**src/rtl/avr_uart_rx.sv**
```systemverilog
// avr_uart_rx: 8N1 serial receiver for the AVR TXD pin in simulation.
// Decodes frames from the pin, buffers bytes in a show-ahead FIFO and
// raises single-cycle pulses on framing errors and FIFO overruns.
module avr_uart_rx #(
  parameter int CLKS_PER_BIT = 417,
  parameter int DEPTH        = 4
) (
  input  logic                     clk,
  input  logic                     reset,
  input  logic                     rxd,
  input  logic                     rd_en,
  output logic [7:0]               rd_data,
  output logic                     rd_valid,
  output logic [$clog2(DEPTH):0]   level,
  output logic                     frame_err,
  output logic                     overrun
);

  localparam int CNT_W = $clog2(CLKS_PER_BIT);
  localparam int AW    = $clog2(DEPTH);

  localparam logic [CNT_W-1:0] CNT_LAST  = CNT_W'(CLKS_PER_BIT - 1);
  localparam logic [CNT_W-1:0] HALF_LAST = CNT_W'(CLKS_PER_BIT / 2 - 1);
  localparam logic [AW:0]      FULL_LVL  = (AW + 1)'(DEPTH);

  typedef enum logic [2:0] {
    S_IDLE,
    S_START,
    S_DATA,
    S_STOP,
    S_BREAK
  } state_t;

  state_t           state;
  logic [CNT_W-1:0] cnt;
  logic [2:0]       bit_idx;
  logic [7:0]       shreg;

  logic             rx_sync_p0;
  logic             rx_sync_p1;
  logic             rxs;
  logic             rxd_clean;

  logic [7:0]       mem [DEPTH];
  logic [AW-1:0]    wr_ptr;
  logic [AW-1:0]    rd_ptr;

  logic             data_hit;
  logic             stop_hit;
  logic             push_req;
  logic             do_pop;
  logic             do_push;
  logic             full;

  // An undriven or unknown pin reads as the idle level.
  assign rxd_clean = (rxd !== 1'b0);
  assign rxs       = rx_sync_p1;

  // Stage p0 -> p1: two-flop synchronizer, reset to idle-high.
  always_ff @(posedge clk) begin
    if (reset) begin
      rx_sync_p0 <= 1'b1;
      rx_sync_p1 <= 1'b1;
    end else begin
      rx_sync_p0 <= rxd_clean;
      rx_sync_p1 <= rx_sync_p0;
    end
  end

  assign data_hit = (state == S_DATA) && (cnt == CNT_LAST);
  assign stop_hit = (state == S_STOP) && (cnt == CNT_LAST);
  assign push_req = stop_hit && rxs;

  // Frame FSM: start qualification at half bit, then whole-bit sampling.
  always_ff @(posedge clk) begin
    if (reset) begin
      state   <= S_IDLE;
      cnt     <= '0;
      bit_idx <= '0;
    end else begin
      case (state)
        S_IDLE: begin
          if (!rxs) begin
            state <= S_START;
            cnt   <= '0;
          end
        end
        S_START: begin
          if (cnt == HALF_LAST) begin
            cnt     <= '0;
            bit_idx <= '0;
            state   <= rxs ? S_IDLE : S_DATA;
          end else begin
            cnt <= cnt + 1'b1;
          end
        end
        S_DATA: begin
          if (cnt == CNT_LAST) begin
            cnt <= '0;
            if (bit_idx == 3'd7) begin
              state <= S_STOP;
            end else begin
              bit_idx <= bit_idx + 1'b1;
            end
          end else begin
            cnt <= cnt + 1'b1;
          end
        end
        S_STOP: begin
          if (cnt == CNT_LAST) begin
            cnt   <= '0;
            state <= rxs ? S_IDLE : S_BREAK;
          end else begin
            cnt <= cnt + 1'b1;
          end
        end
        S_BREAK: begin
          if (rxs) begin
            state <= S_IDLE;
          end
        end
        default: begin
          state <= S_IDLE;
          cnt   <= '0;
        end
      endcase
    end
  end

  // Data shift register, LSB arrives first so it shifts in from the top.
  always_ff @(posedge clk) begin
    if (data_hit) begin
      shreg <= {rxs, shreg[7:1]};
    end
  end

  assign full     = (level == FULL_LVL);
  assign rd_valid = (level != '0);
  assign do_pop   = rd_en && rd_valid;
  assign do_push  = push_req && (!full || do_pop);
  assign rd_data  = rd_valid ? mem[rd_ptr] : 8'h00;

  // FIFO storage; when full with a simultaneous pop, the slot written is the one being vacated.
  always_ff @(posedge clk) begin
    if (do_push && !reset) begin
      mem[wr_ptr] <= shreg;
    end
  end

  // FIFO pointers, occupancy and the error pulses.
  always_ff @(posedge clk) begin
    if (reset) begin
      wr_ptr    <= '0;
      rd_ptr    <= '0;
      level     <= '0;
      frame_err <= 1'b0;
      overrun   <= 1'b0;
    end else begin
      frame_err <= stop_hit && !rxs;
      overrun   <= push_req && full && !do_pop;
      if (do_push) begin
        wr_ptr <= wr_ptr + 1'b1;
      end
      if (do_pop) begin
        rd_ptr <= rd_ptr + 1'b1;
      end
      case ({do_push, do_pop})
        2'b10:   level <= level + 1'b1;
        2'b01:   level <= level - 1'b1;
        default: level <= level;
      endcase
    end
  end

endmodule

```
**config.mk**
```make
export PLATFORM = sky130hd
export DESIGN_NAME = avr_uart_rx
export DESIGN_NICKNAME = d
export VERILOG_FILES = /design/src/rtl/avr_uart_rx.sv
export SDC_FILE = /design/constraint.sdc
export NUM_CORES = 1
export LEC_CHECK = 0
export CAP_MARGIN = 20
export CORE_MARGIN = 5
export CORE_UTILIZATION = 53
export CTS_BUF_LIST = sky130_fd_sc_hd__clkbuf_8 sky130_fd_sc_hd__clkbuf_16
export CTS_CLUSTER_SIZE = 28
export DETAILED_ROUTE_END_ITERATION = 10
export PLACE_DENSITY = 0.82
export SETUP_SLACK_MARGIN = 0.1
export SYNTH_ARGS = -nofsm -noshare
export SYNTH_HDL_FRONTEND = slang
export SYNTH_SLANG_ARGS = --single-unit
```
**constraint.sdc**
```tcl
create_clock -name clk -period 2.55 [get_ports clk]
set_clock_uncertainty 0.2 [all_clocks]
set_input_delay 0.51 -clock clk [delete_from_list [all_inputs] [get_ports clk]]
set_output_delay 0.51 -clock clk [all_outputs]
set_load 0.1 [all_outputs]
```
==> metrics.md, run 1 <==
| Metric | Value |
|---|---|
| Status | finished clean |
| Ys async rst share | 0% |
| Synthesis-to-layout area growth | 20.3% |
| Max IR drop VDD | 0.799 mV |
| Endpoint class of the critical path | output port |
| Nets | 278 |
| CP arrival | 1.67 ns |
| Clock period minus worst slack | 2.38 ns |
| #FFs+latches synth | 68 |
| Filler cell count in the final layout | 386 |
| Max-slew violations | 0 |
| DRC violations left | 0 |
| Full die area | 7400 µm² |
| Final ANT Viol Nets | 0 |
| Rel. slew slack | 66.1% |
| N_diodes | 0 |
| Top_reg_cell synth | edfxtp_1 |
| # clock sinks | 68 |
| Core footprint | 5570 µm² |
| Initial antenna violation count | 0 |
| CP max stage delay | 0.50 ns |
| Met2 Resource Use GR | 26.2% |
| Final core utilization | 66.1% |
| Unique masters post-synth | 53 |
| Maxcap violations | 0 |
| Commonest cells after routing, fill and taps aside | edfxtp_1 (40), dfxtp_1 (23), nand2_1 (16) |
| Syn Inst Count | 238 |
| Hold slack | 0.217 ns |
| Die Wd | 86.0 µm |
| Area of the multi-input gates | 1250 µm² |
| Drt wl/cell | 15.9 µm |
| Vias | 1933 |
| Final Instance Area | 3680 µm² |
| Number of synthesized flops with an enable pin | 40 |
| Clock-pin slew on the worst setup and hold paths | 0.07 ns |
| Num ports | 18 |
| Pre-CTS setup slack | -0.0339 ns |
| Register area | 1780 µm² |
| Yosys warnings | 0 |
| Critical path class | flip-flop to output port |
| Dominant cell type by area after synthesis | edfxtp_1 |
| Pwr per Cell Area | 1000 nW/µm² |
| Peak Freq | 420 MHz |
| Required time of the critical path | 1.84 ns |
| Row count | 27 |
| Root buf cell | clkbuf_8 |
| Crit Path Max Fanout | 8 |
| Die Span Y | 86.0 µm |
| Top cell type's share of synthesized area | 39.2% |
| Met1 usage | 20.2% |
| Starting Density | 54.9% |
| Final period util | 93.4% |
| Cell Area, Placed | 3450 µm² |
| TritonRoute pass-1 iters | 4 |
| CTS Buf Count | 9 |
| Post-CTS Setup Bufs | 0 |
| Clk Latency, worst-skew pair | 0.33 ns |
| Commonest non-fill, non-tap cell in the layout | edfxtp_1 |
| Ranking of synthesized cells by area | edfxtp_1 (39%), dfxtp_1 (18%), mux4_2 (5.9%) |
| CTS tree | done |
| Crit path max-delay cell type | mux4_2 |
| Largest net degree at the start of global routing | 31 |
| Leakage | 1.26 nW |
| Share of cells above drive strength 1 | 30.5% |
| RSZ-0062 raised after global routing | false |
| Vias per cell | 5.67 |
| Final Total Pwr | 0.00370 W |
| Final count of negative-setup-slack endpoints | 0 |
| Grt ovf | 0 |
| 1st-iter DRT viols | 119 |
| HPWL after DPL | 3.77 mm |
| Met3 Use GR | 3.65% |
| Worst hold path class | flip-flop to flip-flop |
| First-pass GRT wire length | 9.24 mm |
| Crit-path cells | buf_6 -> mux4_2 -> nor2b_2 -> buf_12 |
| Sequential element share of the synthesized area | 57.5% |
| Worst Tran Pin Value | 0.506 ns |
| H-tree lvl count | 3 |
| Vias in the first global route | 1950 |
| Mapped cell area | 3060 µm² |
| Gr usage total | 16.3% |
| Worst Setup Slack, final | 0.168 ns |
| Clk buf depth | 2 |
| Net Count, Synth | 251 |
| Syn avg cell area | 12.9 µm² |
| WL final | 5.43 mm |
| CP startpoint kind | flip-flop |
| GRT Max-Usage Layer | met2 |
| Port bufs | 17 |
| RePlAce Congestion | 0.841 |
| Hold Fails Final Rpt | 0 |
[per-stage QoR]
step | std cells | setup TNS [ns]
3_3_place_gp | 326 | 0
6_report | 341 | 0
2_1_floorplan | 238 | 0
4_1_cts | 341 | 0
5_1_grt | 341 | 0
3_5_place_dp | 326 | -0.373
[power by group]
group          internal [W]  switching (W)  total (W)
clock network      0.000536       0.000377   0.000913
registers           0.00119      0.0000497    0.00124
logic              0.000574       0.000968    0.00154
[state kept, by name, indices dropped and copies added, names as in the netlist, 2 cells and up, named ones only]
signal	count
cnt	9
rd_ptr	2
state	3
mem	32
wr_ptr	2
bit_idx	3
shreg	8
level	3
[routing by layer]
| layer | routed length (µm) | up-vias |
|---|---|---|
| met1 | 2350 | 947 |
| met4 | 109 | 0 |
| met3 | 213 | 10 |
| met2 | 2760 | 36 |
| li1 | - | 940 |
| met5 | 0 | - |
[timing repair]
action	in CTS	in global routing
hold buffers	0	0
endpoints found under the setup margin	2	35
gates resized for setup	1	10
hold endpoints to repair	0	0
[path summary, 6_finish.rpt]
kind / slack (ns) / endpoint / cells after the start / from
worst max-delay path: 0.17 / rd_data[6] / 4 / flip-flop
worst min-delay path: 0.22 / rx_sync_p1$_SDFF_PP1_ / 1 / rx_sync_p0$_SDFF_PP1_
worst max register to register: 0.26 / level[2]$_SDFFE_PP0P_ / 8 / cnt[0]$_SDFFE_PP0P_
worst min register to register: 0.22 / rx_sync_p1$_SDFF_PP1_ / 1 / rx_sync_p0$_SDFF_PP1_
[layout make-up]
type                       instances  area share, %
clock inverter                     6           2.17
clock buffer                       9           3.36
tap                               72           2.45
sequential                        68           48.2
inverter                          10           1.02
multi-input combinational        149           33.9
timing repair buffer              27           8.87
[critical path: cells and delay by family (launching register included)]
| kind | cells | cell delay [ns] |
|---|---|---|
| buf+inv | 2 | 0.33 |
| simple gates | 1 | 0.18 |
| mux | 1 | 0.50 |
| flops | 1 | 0.32 |
[kinds of logic after synthesis]
group	after synthesis	share of synthesized area [%]
buffers and inverters	21	4.13
multiplexers	11	6.99
adder cells (fa/ha/maj)	9	3.92
AO/OA/AOI/OAI	43	10.5
AND/OR/NAND/NOR	84	16.3
flip-flops	68	57.5
XOR/XNOR	2	0.572
[synthesized netlist by cell type (all sizes together) (2+ instances only)]
master,instances
edfxtp,40
dfxtp,28
nand2,16
a21oi,15
nor2,13
nor2b,12
inv,10
ha,8
mux4,8
nand3,8
buf,7
nor3,6
and2,5
o211ai,5
o22ai,5
and3,4
nor3b,4
a31oi,3
and4b,3
and4bb,3
clkbuf,3
mux2,3
o21ai,3
nor4,2
o21a,2
o31a,2
or2,2
Note: power is estimated with default switching activity, not from simulation.
==> inputs of run 2 (changes only) <==
--- a/config.mk
+++ b/config.mk
@@ -5,7 +5,7 @@
 export SDC_FILE = /design/constraint.sdc
 export NUM_CORES = 1
 export LEC_CHECK = 0
-export CAP_MARGIN = 20
+export CAP_MARGIN = 25
 export CORE_MARGIN = 5
 export CORE_UTILIZATION = 53
 export CTS_BUF_LIST = sky130_fd_sc_hd__clkbuf_8 sky130_fd_sc_hd__clkbuf_16
==> constraint.sdc (replaced) <==
create_clock -name clk -period 2.55 [get_ports clk]
set_clock_uncertainty 0.2 [all_clocks]
set_input_delay 0.3825 -clock clk [delete_from_list [all_inputs] [get_ports clk]]
set_output_delay 0.3825 -clock clk [all_outputs]
set_load 0.1 [all_outputs]
==> run 2 against run 1 <==
  * Routed wire length up 4.4%
  * Highest routed layer unchanged
  * Register-to-register slack got worse by 0.05 ns
  * Die area unchanged
  * First-iteration DRC count down 4.2%
  * Sequential power barely moved
  * Global-route usage up 0.57 points
  * Fmax grew 1.6%
  * Sequential share of layout area increased by 0.063 points
==> metrics.md, run 2 (same netlist as run 1, synthesis figures left out) <==
| Metric | Value |
|---|---|
| Status | finished clean |
| N_diodes | 0 |
| Finished Layout Cells | 339 |
| # clock sinks | 68 |
| Cell Area, Placed | 3400 µm² |
| Hold EP | rx_sync_p1$_SDFF_PP1_ |
| Final ANT Viol Nets | 0 |
| Largest net degree at the start of global routing | 31 |
| Crit path max-delay cell type | dfxtp_1 |
| Grt ovf | 0 |
| Initial antenna violation count | 0 |
| Critical path class | flip-flop to flip-flop |
| First-pass GRT wire length | 9.41 mm |
| RSZ-0062 raised after global routing | true |
| Biggest regs | mem (32), cnt (9), shreg (8) |
| CP max stage delay | 0.37 ns |
| CTS Buf Count | 9 |
| Crit path buffers/inverters | 2 |
| DP Cell Count | 323 |
| R2r setup slk | 0.21 ns |
| CTS tree | done |
| DRC violations left | 0 |
| Pwr per Cell Area | 1050 nW/µm² |
| Clk buf depth | 2 |
| Post-CTS Setup Bufs | 0 |
| R2R Path End | level[2]$_SDFFE_PP0P_ |
| Vias per cell | 5.73 |
| CP startpoint kind | flip-flop |
| Final core utilization | 65.9% |
| Synthesis-to-layout area growth | 19.9% |
| Starting Density | 54.9% |
| Final Instance Area | 3670 µm² |
| Most used cell, CP | inv_1 |
| H-tree lvl count | 3 |
| Reg2Reg Launch Point | cnt[1]$_SDFFE_PP0P_ |
| Die Wd | 86.0 µm |
| Nets | 275 |
| Worst Tran Pin Value | 0.517 ns |
| Sum Neg Setup Slack | 0 ns |
| Max reg flops | 32 |
| Final period util | 91.9% |
| Peak Freq | 427 MHz |
| Crit path max-delay family | adder cells |
| Most flops, register | mem |
| Row count | 27 |
| Share of cells above drive strength 1 | 30.3% |
| Drt wl/cell | 16.7 µm |
| Hold Fails Final Rpt | 0 |
| Clock-pin slew on the worst setup and hold paths | 0.07 ns |
| Root buf cell | clkbuf_8 |
| Rel. slew slack | 65.3% |
| Leakage | 1.25 nW |
| Maxcap violations | 0 |
| Full die area | 7400 µm² |
| CTS Hold Bufs | 0 |
| Required time of the critical path | 2.57 ns |
| Final count of negative-setup-slack endpoints | 0 |
| Clk Latency, worst-skew pair | 0.34 ns |
| Commonest cells after routing, fill and taps aside | edfxtp_1 (40), dfxtp_1 (23), nand2_1 (16) |
| Die Span Y | 86.0 µm |
| Gr usage total | 16.8% |
| Num ports | 18 |
| Vias in the first global route | 1923 |
| Max IR drop VDD | 0.936 mV |
| Crit-path cells | inv_1 -> ha_1 -> and4bb_1 -> a31oi_4 -> inv_1 -> fa_2 -> nor2_2 -> a22oi_2 -> mux2_1 |
| Endpoint class of the critical path | flip-flop |
| Register-to-Register Path Depth | 9 |
| RePlAce Congestion | 0.805 |
| TritonRoute pass-1 iters | 4 |
| 1st-iter DRT viols | 114 |
| WL final | 5.67 mm |
| Hold path cells | 1 |
| Crit Path Max Fanout | 4 |
| Core footprint | 5570 µm² |
| CP arrival | 2.36 ns |
| Vias | 1944 |
| HPWL after DPL | 3.72 mm |
| Min-delay src | rx_sync_p0$_SDFF_PP1_ |
| Commonest non-fill, non-tap cell in the layout | edfxtp_1 |
| Clock period minus worst slack | 2.34 ns |
| Worst hold path class | flip-flop to flip-flop |
| Port bufs | 17 |
| Final Total Pwr | 0.00386 W |
| Max-slew violations | 0 |
-- run 2: repair_timing --
action / CTS / global route
cloned: 0 / 0
gates resized for setup: 2 / 6
endpoints found under the setup margin: 1 / 39
-- run 2: cell type report --
cell class,instances,area [µm²]
tap,72,90.1
fill,389,1900
clock inverter,7,139
inverter,10,37.5
sequential,68,1770
timing repair buffer,24,300
multi-input combinational,149,1210
clock buffer,9,124
-- run 2: power breakdown --
group	total, W	internal (W)	leakage [nW]	switching [W]
clock network	0.00114	0.000746	0.133	0.000399
registers	0.00125	0.00119	0.588	0.0000544
logic	0.00146	0.000533	0.531	0.000931
-- run 2: layer usage --
metal | routed length [µm] | part of all wire [%] | vias up | GRT usage (%)
met1 | 2260 | 40 | 947 | 19.2
met3 | 170 | 3.0 | 12 | 3.46
met2 | 3110 | 55 | 38 | 29.8
met5 | 0 | 0 | - | 0
met4 | 125 | 2.2 | 0 | 8.20
li1 | - | - | 947 | -
-- run 2: stage by stage --
| stage | setup slack [ns] | hold WS (ns) |
|---|---|---|
| after floorplan | 0.103 | 0.189 |
| after global placement | 0.112 | 0.202 |
| after detailed placement | -0.0209 | 0.198 |
| after CTS | 0.107 | 0.215 |
| after global routing | 0.0989 | 0.251 |
| final | 0.207 | 0.211 |
-- run 2: worst max path at each step --
stage | start | end | slack [ns] | cells after the start
4_1_cts | flip-flop | rd_data[4] | 0.11 | 4
3_3_place_gp | rd_en | level[2]$_SDFFE_PP0P_ | 0.11 | 8
2_1_floorplan | level[1]$_SDFFE_PP0P_ | level[2]$_SDFFE_PP0P_ | 0.10 | 7
5_1_grt | cnt[1]$_SDFFE_PP0P_ | level[2]$_SDFFE_PP0P_ | 0.1 | 9
6_report | cnt[1]$_SDFFE_PP0P_ | level[2]$_SDFFE_PP0P_ | 0.21 | 9
3_5_place_dp | rd_en | level[2]$_SDFFE_PP0P_ | -0.02 | 8
==> inputs of run 3 (changes only) <==
--- a/config.mk
+++ b/config.mk
@@ -7,11 +7,11 @@
 export LEC_CHECK = 0
 export CAP_MARGIN = 25
 export CORE_MARGIN = 5
-export CORE_UTILIZATION = 53
+export CORE_UTILIZATION = 59
 export CTS_BUF_LIST = sky130_fd_sc_hd__clkbuf_8 sky130_fd_sc_hd__clkbuf_16
 export CTS_CLUSTER_SIZE = 28
 export DETAILED_ROUTE_END_ITERATION = 10
-export PLACE_DENSITY = 0.82
+export PLACE_DENSITY = 0.86
 export SETUP_SLACK_MARGIN = 0.1
 export SYNTH_ARGS = -nofsm -noshare
 export SYNTH_HDL_FRONTEND = slang
==> constraint.sdc (replaced) <==
create_clock -name clk -period 2.2 [get_ports clk]
set_clock_uncertainty 0.2 [all_clocks]
set_input_delay 0.33 -clock clk [delete_from_list [all_inputs] [get_ports clk]]
set_output_delay 0.33 -clock clk [all_outputs]
set_load 0.1 [all_outputs]
==> run 3 against run 2 <==
  * Register-to-register slack worse by 0.21 ns
  * Flip-flop and latch count stayed put
  * Utilization up 11 points
  * Largest power group unchanged
==> metrics.md, run 3 (same netlist as run 1, synthesis figures left out) <==
| Metric | Value |
|---|---|
| Clock period minus worst slack | 2.20 ns |
| Clock-pin slew on the worst setup and hold paths | 0.07 ns |
| Max reg flops | 32 |
| DRC violations left | 0 |
| Max-slew violations | 0 |
| Gr usage total | 20.5% |
| RePlAce Congestion | 0.854 |
| Full die area | 6730 µm² |
| CTS tree | done |
| Register area | 1780 µm² |
| Crit path max-delay family | adder cells |
| Clk Latency, worst-skew pair | 0.34 ns |
| Maxcap violations | 0 |
| Leakage | 1.38 nW |
| Drt wl/cell | 17.7 µm |
| Largest net degree at the start of global routing | 31 |
| Rel. slew slack | 66.8% |
| Switching share of power | 37.0% |
| Crit path buffers/inverters | 2 |
| RSZ-0062 raised after global routing | true |
| Core footprint | 5070 µm² |
| Hold Fails Final Rpt | 0 |
| CP max stage delay | 0.35 ns |
| CTS Buf Count | 9 |
| Most used cell, CP | inv_2 |
| Clk buf depth | 2 |
| Finished Layout Cells | 356 |
| Critical path class | flip-flop to flip-flop |
| Crit-path cells | inv_2 -> ha_2 -> and4bb_2 -> a31oi_4 -> inv_2 -> fa_2 -> a22oi_2 -> mux2_4 |
| Root buf cell | clkbuf_8 |
| Grt ovf | 0 |
| Logic gate share of total power | 41.9% |
| Hold slack | 0.220 ns |
| Most flops, register | mem |
| Filler cell count in the final layout | 304 |
| Die Wd | 82.0 µm |
| Max IR drop VDD | 0.966 mV |
| Share of cells above drive strength 1 | 37.8% |
| R2r setup slk | 0.0006 ns |
| WL final | 6.28 mm |
| Area of the multi-input gates | 1290 µm² |
| Final count of negative-setup-slack endpoints | 0 |
| Pwr per Cell Area | 1160 nW/µm² |
| CTS Hold Bufs | 0 |
| Reg power frac | 31.9% |
| Internal Power | 0.00284 W |
| Required time of the critical path | 2.23 ns |
| Final core utilization | 76.5% |
| Clock share of power | 26.2% |
| Nets | 294 |
| Final ANT Viol Nets | 0 |
| NetSw | 0.00167 W |
| Commonest non-fill, non-tap cell in the layout | edfxtp_1 |
| Biggest regs | mem (32), cnt (9), shreg (8) |
| DP Cell Count | 337 |
| Row count | 26 |
| Status | finished clean |
| Starting Density | 60.3% |
| 1st-iter DRT viols | 156 |
| Worst hold path class | flip-flop to flip-flop |
| Port bufs | 17 |
| CP arrival | 2.23 ns |
| Crit Path Max Fanout | 2 |
| Crit path max-delay cell type | fa_2 |
| H-tree lvl count | 3 |
| Commonest cells after routing, fill and taps aside | edfxtp_1 (40), buf_4 (29), dfxtp_1 (22) |
| First-pass GRT wire length | 9.89 mm |
| Initial antenna violation count | 0 |
| Vias | 2044 |
| N_diodes | 0 |
| Endpoint class of the critical path | flip-flop |
| CP startpoint kind | flip-flop |
| Num ports | 18 |
| Final period util | 100% |
| Worst Tran Pin Value | 0.494 ns |
| Synthesis-to-layout area growth | 26.8% |
| Peak Freq | 455 MHz |
| Vias per cell | 5.74 |
| HPWL after DPL | 4.08 mm |
| TritonRoute pass-1 iters | 4 |
| # clock sinks | 68 |
| Vias in the first global route | 2068 |
| Die Span Y | 82.0 µm |
| Final Total Pwr | 0.00451 W |
## run 3: changes by cell type in the layout (fill, tap and decap cells not counted), sizes merged
cell | previous run | this run
bufinv | 4 | 3
inv | 10 | 11
buf | 21 | 40
## run 3: repair_timing
action	in CTS	in global routing
pin swaps	2	3
setup buffers	1	2
gates cloned	0	0
resized for setup	21	9
setup endpoints to repair	42	42
## run 3: per-layer routing
metal  vias to the layer above  global-route usage [%]  routed length, µm
met2                        61                    34.9               3300
met1                       984                    23.2               2500
met5                         -                       0                  0
met3                        14                    6.14                300
li1                        985                       -                  -
met4                         0                    10.3                183
## run 3: area by class of cell
cell class,count,area share [%]
multi-input cells,149,33.2
inverters,10,0.967
clock buffers,9,3.19
clock inverters,7,2.74
well taps,70,2.26
repair buffers,43,11.8
flip-flops and latches,68,45.8
## run 3: power groups by stage
stage                     registers (W)  logic (W)  clock network [W]
after floorplan                 0.00157    0.00105                  0
after global placement          0.00145    0.00172                  0
after detailed placement        0.00146    0.00175                  0
after CTS                       0.00143    0.00182            0.00120
after global routing            0.00145    0.00196            0.00127
final                           0.00144    0.00189            0.00118
## run 3: metrics by stage
step | instance area (µm²) | setup TNS [ns] | setup slack (ns)
after floorplan | 3110 | -0.176 | -0.0788
after global placement | 3530 | -1.59 | -0.128
after detailed placement | 3530 | -3.92 | -0.186
after global routing | 3880 | -0.457 | -0.0609
final | 3880 | 0 | 0.000597
after CTS | 3830 | -0.0821 | -0.0180
## run 3: final timing paths
check                                            from                     to  cells past startpoint
worst max-delay path              cnt[0]$_SDFFE_PP0P_  level[2]$_SDFFE_PP0P_                      8
worst min-delay path            rx_sync_p0$_SDFF_PP1_  rx_sync_p1$_SDFF_PP1_                      1
worst max register to register    cnt[0]$_SDFFE_PP0P_  level[2]$_SDFFE_PP0P_                      8
worst min register to register  rx_sync_p0$_SDFF_PP1_  rx_sync_p1$_SDFF_PP1_                      1
## run 3: worst reg2reg max path, stage by stage (launching register included)
cell,delay [ns]
dfxtp_2,0.33
inv_2,0.03
ha_2,0.16
and4bb_2,0.27
a31oi_4,0.19
inv_2,0.05
fa_2,0.35
a22oi_2,0.19
mux2_4,0.32
